[src/rtl/proc_elem_pkg.sv]
// Shared definitions for the processing element's FP16 datapath (multiplier and adder).
package proc_elem_pkg;

    localparam int unsigned EXP_W  = 5;
    localparam int unsigned FRAC_W = 10;
    localparam int unsigned BIAS   = 15;

    // Implicit-bit mantissa, full product, and signed exponent-sum widths
    localparam int unsigned MANT_W = FRAC_W + 1;
    localparam int unsigned PROD_W = 2 * MANT_W;
    localparam int unsigned ESUM_W = 7;

    localparam logic [15:0]      FP16_QNAN     = 16'h7E00;
    localparam logic [15:0]      FP16_POS_ZERO = 16'h0000;
    localparam logic [EXP_W-1:0] EXP_MAX       = 5'h1F;

    typedef struct packed {
        logic              sign;
        logic [EXP_W-1:0]  exp;
        logic [FRAC_W-1:0] frac;
    } fp16_t;

    typedef enum logic [1:0] {ZERO, NORM, INF, NAN} fp_class_t;

    // Special-case outcome resolved in S1 and carried down the pipe
    typedef enum logic [1:0] {RkNone, RkQnan, RkInf, RkZero} res_kind_t;

endpackage

[src/rtl/fp16_classify.sv]
// Combinational FP16 unpacker: operand class plus implicit-bit mantissa.
// Subnormals are flushed to zero, so the implicit bit is always 1.
module fp16_classify
    import proc_elem_pkg::*;
(
    input  fp16_t             i_op,
    output fp_class_t         o_class,
    output logic [MANT_W-1:0] o_mant
);

    logic w_unused_sign;
    assign w_unused_sign = i_op.sign;

    assign o_mant = {1'b1, i_op.frac};

    // Classify by exponent field; frac only distinguishes inf from nan
    always_comb begin
        o_class = NORM;
        if (i_op.exp == '0) begin
            o_class = ZERO;
        end else if (i_op.exp == EXP_MAX) begin
            o_class = (i_op.frac == '0) ? INF : NAN;
        end
    end

endmodule

[src/rtl/fp16_mult_pipe.sv]
// Three-stage FP16 multiplier (unpack / multiply / normalize-pack) with valid/ready
// handshake on both sides. Truncating rounding, subnormals flushed to zero.
module fp16_mult_pipe
    import proc_elem_pkg::*;
(
    input  logic        clk,
    input  logic        rst,
    input  logic        in_valid,
    output logic        in_ready,
    input  logic [15:0] a,
    input  logic [15:0] b,
    output logic        out_valid,
    input  logic        out_ready,
    output logic [15:0] m_p
);

    localparam logic signed [ESUM_W-1:0] ExpSat = ESUM_W'(EXP_MAX);
    localparam logic signed [ESUM_W-1:0] ExpOne = 1;

    fp16_t             w_a, w_b;
    fp_class_t         w_cls_a, w_cls_b;
    logic [MANT_W-1:0] w_mant_a, w_mant_b;

    assign w_a = a;
    assign w_b = b;

    fp16_classify u_cls_a (
        .i_op    (w_a),
        .o_class (w_cls_a),
        .o_mant  (w_mant_a)
    );

    fp16_classify u_cls_b (
        .i_op    (w_b),
        .o_class (w_cls_b),
        .o_mant  (w_mant_b)
    );

    // Pipeline registers
    logic                     r_s1_valid, r_s2_valid, r_s3_valid;
    logic                     r_s1_sign, r_s2_sign;
    logic signed [ESUM_W-1:0] r_s1_exp, r_s2_exp;
    logic [MANT_W-1:0]        r_s1_ma, r_s1_mb;
    logic [PROD_W-1:0]        r_s2_prod;
    res_kind_t                r_s1_kind, r_s2_kind;
    logic [15:0]              r_m_p;

    // Handshake wires
    logic w_s3_ready, w_s2_adv, w_s2_ready, w_s1_adv, w_in_fire;

    // Back-pressure chain from the output; in_ready never depends on in_valid
    always_comb begin
        w_s3_ready = ~r_s3_valid | out_ready;
        w_s2_adv   = r_s2_valid & w_s3_ready;
        w_s2_ready = ~r_s2_valid | w_s2_adv;
        w_s1_adv   = r_s1_valid & w_s2_ready;
        in_ready   = ~r_s1_valid | w_s1_adv;
        w_in_fire  = in_valid & in_ready;
    end

    // S1 combinational: sign, biased exponent sum and special-case resolution
    logic                     w_s1_sign;
    logic signed [ESUM_W-1:0] w_s1_exp;
    res_kind_t                w_s1_kind;

    always_comb begin
        w_s1_sign = w_a.sign ^ w_b.sign;
        w_s1_exp  = ESUM_W'(w_a.exp) + ESUM_W'(w_b.exp) - ESUM_W'(BIAS);
        w_s1_kind = RkNone;
        if (w_cls_a == NAN || w_cls_b == NAN ||
            (w_cls_a == INF && w_cls_b == ZERO) ||
            (w_cls_a == ZERO && w_cls_b == INF)) begin
            w_s1_kind = RkQnan;
        end else if (w_cls_a == INF || w_cls_b == INF) begin
            w_s1_kind = RkInf;
        end else if (w_cls_a == ZERO || w_cls_b == ZERO) begin
            w_s1_kind = RkZero;
        end
    end

    // S1 register: load when empty or when the current contents move to S2
    always_ff @(posedge clk) begin
        if (rst) begin
            r_s1_valid <= 1'b0;
        end else begin
            if (in_ready) r_s1_valid <= in_valid;
            if (w_in_fire) begin
                r_s1_sign <= w_s1_sign;
                r_s1_exp  <= w_s1_exp;
                r_s1_ma   <= w_mant_a;
                r_s1_mb   <= w_mant_b;
                r_s1_kind <= w_s1_kind;
            end
        end
    end

    // S2 register: full 11x11 mantissa product
    always_ff @(posedge clk) begin
        if (rst) begin
            r_s2_valid <= 1'b0;
        end else begin
            if (w_s2_ready) r_s2_valid <= r_s1_valid;
            if (w_s1_adv) begin
                r_s2_sign <= r_s1_sign;
                r_s2_exp  <= r_s1_exp;
                r_s2_prod <= PROD_W'(r_s1_ma) * PROD_W'(r_s1_mb);
                r_s2_kind <= r_s1_kind;
            end
        end
    end

    // S3 combinational: normalize by at most one place, truncate, pack
    logic                     w_norm_hi;
    logic signed [ESUM_W-1:0] w_s3_exp;
    logic [FRAC_W-1:0]        w_s3_frac;
    fp16_t                    w_s3_res;
    logic                     w_unused_prod;

    assign w_unused_prod = ^r_s2_prod[FRAC_W-1:0];

    always_comb begin
        w_norm_hi = r_s2_prod[PROD_W-1];
        w_s3_exp  = r_s2_exp + ESUM_W'(w_norm_hi);
        w_s3_frac = w_norm_hi ? r_s2_prod[PROD_W-2:MANT_W] : r_s2_prod[PROD_W-3:FRAC_W];
        w_s3_res  = FP16_POS_ZERO;
        unique case (r_s2_kind)
            RkQnan: w_s3_res = FP16_QNAN;
            RkInf: begin
                w_s3_res.sign = r_s2_sign;
                w_s3_res.exp  = EXP_MAX;
            end
            RkZero: w_s3_res = FP16_POS_ZERO;
            RkNone: begin
                if (w_s3_exp >= ExpSat) begin
                    w_s3_res.sign = r_s2_sign;
                    w_s3_res.exp  = EXP_MAX;
                end else if (w_s3_exp >= ExpOne) begin
                    w_s3_res.sign = r_s2_sign;
                    w_s3_res.exp  = w_s3_exp[EXP_W-1:0];
                    w_s3_res.frac = w_s3_frac;
                end
            end
        endcase
    end

    // S3 register: m_p changes only when a new product is loaded
    always_ff @(posedge clk) begin
        if (rst) begin
            r_s3_valid <= 1'b0;
            r_m_p      <= FP16_POS_ZERO;
        end else begin
            if (w_s3_ready) r_s3_valid <= r_s2_valid;
            if (w_s2_adv) r_m_p <= w_s3_res;
        end
    end

    assign out_valid = r_s3_valid;
    assign m_p       = r_m_p;

endmodule

[config.mk]
export PLATFORM = sky130hd
export DESIGN_NAME = fp16_mult_pipe
export DESIGN_NICKNAME = d
export VERILOG_FILES = /design/src/rtl/proc_elem_pkg.sv /design/src/rtl/fp16_classify.sv /design/src/rtl/fp16_mult_pipe.sv
export SDC_FILE = /design/constraint.sdc
export NUM_CORES = 1
export LEC_CHECK = 0
export CAP_MARGIN = 0
export CORE_ASPECT_RATIO = 2
export CORE_MARGIN = 3
export CORE_UTILIZATION = 30
export DETAILED_ROUTE_END_ITERATION = 12
export DONT_BUFFER_PORTS = 1
export GPL_TIMING_DRIVEN = 0
export HOLD_SLACK_MARGIN = 0.08
export MAX_ROUTING_LAYER = met4
export PLACE_DENSITY_LB_ADDON = 0.25
export SYNTH_ARGS = -nofsm -noshare
export SYNTH_HDL_FRONTEND = slang
export SYNTH_SLANG_ARGS = --single-unit
[constraint.sdc]
create_clock -name clk -period 6.5 [get_ports clk]
set_input_delay 0.975 -clock clk [delete_from_list [all_inputs] [get_ports clk]]
set_output_delay 0.975 -clock clk [all_outputs]
set_load 0.03 [all_outputs]
* Yosys cells after proc, flatten, opt, wreduce, memory -nomap -nowiden *
Cells that the tools add are included.

word-level totals
  register bits after elaboration = 81
  input port bits = 36
  output and inout bits = 18
  word-level logic and storage cells = 69

operators by class
  add/sub/neg operators = 3
  multipliers = 1
  magnitude comparators = 2
  equality and inequality tests = 9
  multiplexer cells = 14
  bitwise logic cells = 11
  reductions and logical operators = 16

operators by type and width
  cell                   number
  $pmux W6 S4            1
  $mul A11 B11 Y22       1
  $logic_not A10 Y1      2
  $mux W10               2
  $pmux W10 S2           1
  $mux W16               1
  $eq A2 B2 Y1 const B   6
  $mux W2                6
  $eq A5 B5 Y1 const B   2
  $logic_not A5 Y1       2
  $add A7 B1 Y7          1
  $ge A7 B2 Y1 const B   1
  $ge A7 B6 Y1 const B   1
  $sub A6 B4 Y7 const B  1
  $add A5 B5 Y6          1
  $logic_not A2 Y1       3
  $mux W6                1
  $logic_or A1 B1 Y1     5
  $not A1 Y1             4
  $reduce_and A2 Y1      2
  $and A1 B1 Y1          3
  $or A1 B1 Y1           3
  $eq A2 B1 Y1 const B   1
  $logic_and A1 B1 Y1    2
  2 further kinds        3

* Logic depth before layout (Yosys ltp) *
Gate-level depths: netlist (run 1).

  depth in word-level cells = 8
  gate-level depth with buffers = 19

* Hierarchy *
Synthesis (run 1) repeated with hierarchy kept, for this count alone.

unflattened totals
  cells, all modules = 723
  area, all modules = 7,190.6 um^2

by module, submodules not included
  module          times used  cells each  area an instance (um^2)  sequential area each (um^2)
  fp16_mult_pipe  1           681         6,917.9                  2,001.9
  fp16_classify   2           21          136.4                    0.0

* Least setup slack after synthesis (run 1) *
No wires, ideal clock.

  path type = register -> register
  from = register r_s1_ma[7]
  to = register r_s2_prod[17], data pin
  setup time = 260 ps
  data arrival time = 4,799 ps
  required time = 6,240 ps
  path slack = 1,441 ps
  cell stages (with the launch flop) = 17
  buffers on the path = 1
  clock period less this slack = 5,059 ps
  cell sequence = edfxtp_1 clkbuf_1 nand2_1 fa_1 inv_1 fa_1 inv_1 fa_1 inv_1 fa_1 fa_1 ha_1 and4_1 a211oi_1 o21ai_0 a21boi_0 xnor2_1

between the ends
  longest elaborated chain between the ends = 1

ends and longest elaborated chain
  what                    line                   source
  start, declared         fp16_mult_pipe.sv:43   logic [MANT_W-1:0] r_s1_ma, r_s1_mb;
  start signal, assigned  fp16_mult_pipe.sv:90   r_s1_ma <= w_mant_a;
  $mul A11 B11 Y22        fp16_mult_pipe.sv:106  r_s2_prod <= PROD_W'(r_s1_ma) * PROD_W'(r_s1_mb);
  end signal, assigned    fp16_mult_pipe.sv:106
  end, declared           fp16_mult_pipe.sv:44   logic [PROD_W-1:0] r_s2_prod;

No other way between the ends.
A chain may end at the register's enable or synchronous reset.

* Worst setup path in the final report (run 1) *
Same ends and word-level chain as after synthesis.

==> qor.yml, run 1 <==
power:
  p_per_area_nw_per_um2: 398.3
  power_w: 0.002907
  ir_drop_v: 0.0001486
  total_leakage_power_nw: 3.258
synthesis:
  syn_area_per_cell_um2: 10.34
  ys_seq_elements: 71
  synth_ff_type: "edfxtp_1"
  syn_nets: 821
  synth_cells: 638
  synth.yosys.seq_area_share: 0.2942
  yosysUniqueCellTypes: 49
  async_reset_ff_frac: 0
  netlist_area_um2: 6600
  synth_edf_count: 52
  ys.warnings.count: 0
timing:
  rsz0062_at_grt: "false"
  drv_slew: 0
  hold_slack_ns: 0.4184
  finalSetupViolCount: 0
  max_slew_margin: 0.4520
  period_minus_slack_ns: 5.859
  period_share: 0.9014
  timing.fmax_mhz: 170.7
  skew_ns: 0.01113
  fin_tns_setup_ns: 0
  hold_viol: 0
  worst_pin_slew_ns: 0.8134
drt:
  drcViolationCount: 0
  ant_nets: 0
  vias: 4249
  drt_iter0_markers: 81
  via_per_inst: 4.569
  wl_mm: 13.42
  drt_pre_antenna_iters: 5
  wl_per_cell_um: 14.43
setup_path:
  critPathCapture: "r_s2_prod[17]$_DFFE_PP_"
  end_kind: "flip-flop"
  r2r-start: "r_s1_ma[7]$_DFFE_PP_"
  cp.required_ns: 6.58
  worstSetupPathType: "flip-flop to flip-flop"
  crit_start: "r_s1_ma[7]$_DFFE_PP_"
  cp_max_fo: 10
  cp.arrival_ns: 5.94
  r2r_setup_slack_ns: 0.64
  rr_worst_depth: 16
  regToRegEndpoint: "r_s2_prod[17]$_DFFE_PP_"
  cp-start-kind: "flip-flop"
global_route:
  grt_pass1_vias: 4705
  antenna_found_initial: 0
  grt_max_degree: 15
  grt_pass1_wl_mm: 22.97
  grt_overflow: 0
  track_usage: 0.1235
clocking:
  clockBufferDepth: 2
  cts_hold_buffers: 0
  cts_buffers: 9
  post_cts_buffers: 0
  htreeDepth: 3
  clock-root-buffer: "clkbuf_16"
  clk_pin_slew_worst_paths_ns: 0.06
  cts_tree: "yes"
  clock_latency_ns: 0.34
  cts_resized: 0
  cts.sinks: 71
die:
  core.rowCount: 76
  core_um2: 21590
  initial_core_util: 0.3058
  die_h_um: 215.8
  ios: 54
  die_width_um: 110.9
  die-area_um2: 23920
job:
  max_cap_viol_count: 0
cells_and_area:
  area_growth_pct: 10.58
  nets: 835
  layout-drive-gt1-share: 0.05175
  antenna_cells: 0
  fillers: 2196
  utilization: 0.3381
place:
  post-dp-hpwl_mm: 11.42
  io_buffer_count: 0
  routabilityCongestion: 0.8369
min_path:
  hold_path.class: "flip-flop to flip-flop"
outcome:
  status: "finished clean"
[synthesized netlist by cell type (4+ instances only)]
cell type / count / area, um^2
inv_1: 118 / 442.9
fa_1: 80 / 1602
ha_1: 67 / 838.3
nand2_1: 64 / 240.2
edfxtp_1: 52 / 1562
and2_1: 42 / 262.8
nor2_1: 22 / 82.58
clkbuf_1: 20 / 75.07
a21oi_1: 19 / 95.09
dfxtp_1: 19 / 380.4
xnor2_1: 17 / 148.9
o21ai_0: 14 / 70.07
a22o_1: 9 / 78.83
mux2_2: 9 / 101.4
xor2_1: 9 / 78.83
nor4_1: 6 / 37.54
nand3_1: 5 / 25.02
o21a_1: 5 / 37.54
and3_1: 4 / 25.02
nor3_1: 4 / 20.02
nor3b_1: 4 / 30.03
or4_1: 4 / 30.03
[where the power goes]
part	leakage (nW)	switching, W	internal, W
logic	2.47	0.000976	0.000755
registers	0.631	0.0000290	0.000640
clock network	0.157	0.000191	0.000316
[cell families (layout without fill, tap and decap cells)]
family,count (synthesis),after routing,synth area share
muxes,11,11,0.01839
AOI/OAI and AO/OA,69,69,0.06996
adders and majority gates,147,147,0.3697
xor gates and xnor gates,26,26,0.03450
buffers and inverters,142,161,0.08114
and+or+nand+nor,172,172,0.1321
DFF,71,71,0.2942
[sequential cells by signal, indices dropped and copies added, names as in the netlist, 2 cells and up]
register / cells
r_s1_exp: 7
r_s1_ma: 10
m_p: 16
r_s2_exp: 7
r_s1_kind: 2
r_s2_prod: 12
r_s2_kind: 2
r_s1_mb: 10
[critical path, cell delays in order (launching register included)]
cell and delay, ns:
edfxtp_1 0.38, clkbuf_1 0.48, nand2_1 0.17, fa_1 0.56, inv_1 0.05, fa_1 0.49, inv_1 0.05, fa_1 0.52
inv_1 0.05, fa_1 0.50, fa_1 0.50, ha_1 0.32, and4_1 0.24, a211oi_1 0.56, o21ai_0 0.33, a21boi_0 0.31
xnor2_1 0.09
[cell usage in the layout, fill, tap and decap left out, types with 4 or more instances in the layout]
master | synthesis | layout
ha_1 | 67 | 67
nor4_1 | 6 | 6
o21ai_0 | 14 | 14
nor2_1 | 22 | 22
nand3_1 | 5 | 5
clkbuf_16 | 0 | 11
inv_1 | 118 | 118
xnor2_1 | 17 | 17
a22o_1 | 9 | 9
xor2_1 | 9 | 9
edfxtp_1 | 52 | 52
nand2_1 | 64 | 64
dfxtp_1 | 19 | 19
clkbuf_1 | 20 | 21
or4_1 | 4 | 4
and2_1 | 42 | 42
a21oi_1 | 19 | 19
and3_1 | 4 | 4
o21a_1 | 5 | 5
fa_1 | 80 | 80
nor3_1 | 4 | 4
mux2_2 | 9 | 9
[layout make-up]
type | instances | area (um^2) | area share
multi-input combinational | 425 | 4133 | 0.5663
sequential | 71 | 1942 | 0.2661
inverter | 118 | 442.9 | 0.06069
tap | 273 | 341.6 | 0.04680
clock buffer | 13 | 292.8 | 0.04012
buffer | 24 | 92.59 | 0.01269
timing repair buffer | 3 | 33.78 | 0.004629
clock inverter | 3 | 20.02 | 0.002743
[how the worst min path moves through the flow]
stage                     depth (start not counted)                     to             startpoint
final                                             0  r_s2_exp[6]$_DFFE_PP_  r_s1_exp[6]$_DFFE_PP_
after global routing                              0  r_s2_exp[4]$_DFFE_PP_  r_s1_exp[4]$_DFFE_PP_
after CTS                                         0  r_s2_exp[6]$_DFFE_PP_  r_s1_exp[6]$_DFFE_PP_
after detailed placement                          0  r_s2_exp[6]$_DFFE_PP_  r_s1_exp[6]$_DFFE_PP_
after global placement                            0  r_s2_exp[3]$_DFFE_PP_  r_s1_exp[3]$_DFFE_PP_
after floorplan                                   0  r_s2_exp[0]$_DFFE_PP_  r_s1_exp[0]$_DFFE_PP_
[per-stage QoR]
stage	cells	cell area, um^2	setup WS, ns
2_1_floorplan	638	6600	1.441
3_3_place_gp	911	6942	0.5474
3_5_place_dp	914	6985	0.5758
4_1_cts	930	7298	0.5603
5_1_grt	930	7298	0.2699
6_report	930	7298	0.6409
[routing by layer]
metal	part of all wire	vias to the layer above	routed length, um	GRT usage
met5	0	-	0	-
li1	-	2101	-	-
met3	0.021	17	286	0.01740
met2	0.58	59	7846	0.2417
met4	0.019	0	258	0.03576
met1	0.37	2072	5025	0.1250
No activity file was read; power rests on OpenSTA's default activity.
==> run 2: changes to the inputs <==
- CORE_ASPECT_RATIO: 2 -> not set
==> qor.yml, run 2 (synthesis results as in run 1) <==
clocking:
  cts_hold_buffers: 0  # unchanged
  clk_pin_slew_worst_paths_ns: 0.06  # about the same
  post_cts_buffers: 0  # unchanged
  clockBufferDepth: 2  # unchanged
  cts.sinks: 71  # unchanged
  clock_latency_ns: 0.34  # about the same
  cts_resized: 0  # unchanged
  htreeDepth: 3  # unchanged
  cts_tree: "yes"  # unchanged
  clock-root-buffer: "clkbuf_16"  # unchanged
  cts_buffers: 9  # unchanged
setup_path:
  crit_start: "r_s1_ma[7]$_DFFE_PP_"  # unchanged
  cp-start-kind: "flip-flop"  # unchanged
  cp.required_ns: 6.58  # about the same
  r2r-start: "r_s1_ma[7]$_DFFE_PP_"  # unchanged
  worstSetupPathType: "flip-flop to flip-flop"  # unchanged
  end_kind: "flip-flop"  # unchanged
  cp_max_fo: 10  # unchanged
  cp.arrival_ns: 5.76  # was 5.94 ns
cells_and_area:
  antenna_cells: 0  # unchanged
  final_common_cell: "inv_1"  # unchanged
  largest_register_ffs: 16  # unchanged
  area_growth_pct: 10.54  # was 10.58%
  final_cell_mix: "inv_1, fa_1, ha_1"  # unchanged
  nets: 835  # unchanged
  layout-drive-gt1-share: 0.05023  # was 0.05175
global_route:
  track_usage: 0.1188  # was 0.1235
  antenna_found_initial: 0  # unchanged
  grt_pass1_vias: 4711  # was 4705
  grt_pass1_wl_mm: 22.54  # was 22.97 mm
  grt_overflow: 0  # unchanged
  grt_max_degree: 16  # was 15
min_path:
  min_from: "r_s1_exp[4]$_DFFE_PP_"  # was r_s1_exp[6]$_DFFE_PP_
  hold_path.class: "flip-flop to flip-flop"  # unchanged
timing:
  drv_slew: 0  # unchanged
  hold_slack_ns: 0.4078  # was 0.4184 ns
  max_slew_margin: 0.4106  # was 0.4520
  layout_setup_ws_ns: 0.8258  # was 0.6409 ns
  period_minus_slack_ns: 5.674  # was 5.859 ns
  skew_ns: 0.008736  # was 0.01113 ns
  worst_pin_slew_ns: 0.8803  # was 0.8134 ns
  hold_viol: 0  # unchanged
  fin_tns_setup_ns: 0  # unchanged
  timing.fmax_mhz: 176.2  # was 170.7 MHz
  rsz0062_at_grt: "false"  # unchanged
  finalSetupViolCount: 0  # unchanged
  period_share: 0.8730  # was 0.9014
die:
  initial_core_util: 0.3101  # was 0.3058
  ios: 54  # unchanged
  die-area_um2: 23820  # was 23920 um^2
  core.rowCount: 53  # was 76
  core_um2: 21290  # was 21590 um^2
  die_h_um: 154.3  # was 215.8 um
  die_width_um: 154.3  # was 110.9 um
drt:
  via_per_inst: 4.553  # was 4.569
  drt_pre_antenna_iters: 5  # unchanged
  ant_nets: 0  # unchanged
  drt_iter0_markers: 216  # was 81
  vias: 4243  # was 4249
  wl_per_cell_um: 13.92  # was 14.43 um
  wl_mm: 12.97  # was 13.42 mm
  drcViolationCount: 0  # unchanged
place:
  routabilityCongestion: 0.8608  # was 0.8369
  io_buffer_count: 0  # unchanged
  pre_cts_ws_ns: 0.7306  # was 0.5758 ns
  post-dp-hpwl_mm: 10.90  # was 11.42 mm
power:
  power_w: 0.002893  # was 0.002907 W
  ir_drop_v: 0.0001861  # was 0.0001486 V
  total_leakage_power_nw: 3.254  # was 3.258 nW
  p_per_area_nw_per_um2: 396.5  # was 398.3 nW/um^2
job:
  max_cap_viol_count: 0  # unchanged
outcome:
  status: "finished clean"  # unchanged
==> run 2: final timing paths <==
check / endpoint / slack, ns / cells past startpoint
max reg2reg: r_s2_prod[17]$_DFFE_PP_ / 0.83 / 16
max: r_s2_prod[17]$_DFFE_PP_ / 0.83 / 16
min reg2reg: r_s2_exp[4]$_DFFE_PP_ / 0.41 / 0
min: r_s2_exp[4]$_DFFE_PP_ / 0.41 / 0
==> run 2: layout make-up <==
class,count,area (um^2)
fillers,2143,13990
multi-input cells,425,4133
flip-flops and latches,71,1942
inverters,118,442.9
well taps,275,344.1
clock buffers,12,257.7
plain buffers,24,92.59
clock inverters,4,50.05
repair buffers,3,33.78
==> run 2: per-layer routing <==
| metal | vias to the layer above | global-route usage | wire length, um |
|---|---|---|---|
| met2 | 70 | 0.1864 | 5977 |
| met3 | 18 | 0.01987 | 432 |
| met5 | - | - | 0 |
| met1 | 2053 | 0.1558 | 6321 |
| met4 | 0 | 0.04289 | 240 |
| li1 | 2102 | - | - |
==> run 2: critical path, stage by stage, from the launching register on <==
cell	delay, ns
edfxtp_1	0.38
clkbuf_1	0.45
nand2_1	0.16
fa_1	0.55
inv_1	0.05
fa_1	0.50
inv_1	0.06
fa_1	0.53
inv_1	0.06
fa_1	0.50
fa_1	0.49
ha_1	0.31
and4_1	0.22
a211oi_1	0.50
o21ai_0	0.28
a21boi_0	0.29
xnor2_1	0.09
==> run 2: metrics by stage <==
| step | area, um^2 | utilization | std cells |
|---|---|---|---|
| 5_1_grt | 7296 | 0.3427 | 932 |
| 4_1_cts | 7296 | 0.3427 | 932 |
| 3_5_place_dp | 6988 | 0.3283 | 916 |
| 3_3_place_gp | 6944 | 0.3262 | 913 |
| 2_1_floorplan | 6600 | - | 638 |
| 6_report | 7296 | 0.3427 | 932 |
==> run 2: where the power goes <==
part / internal (W) / switching (W)
logic: 0.000758 / 0.000965
clock network: 0.000321 / 0.000181
registers: 0.000640 / 0.0000282
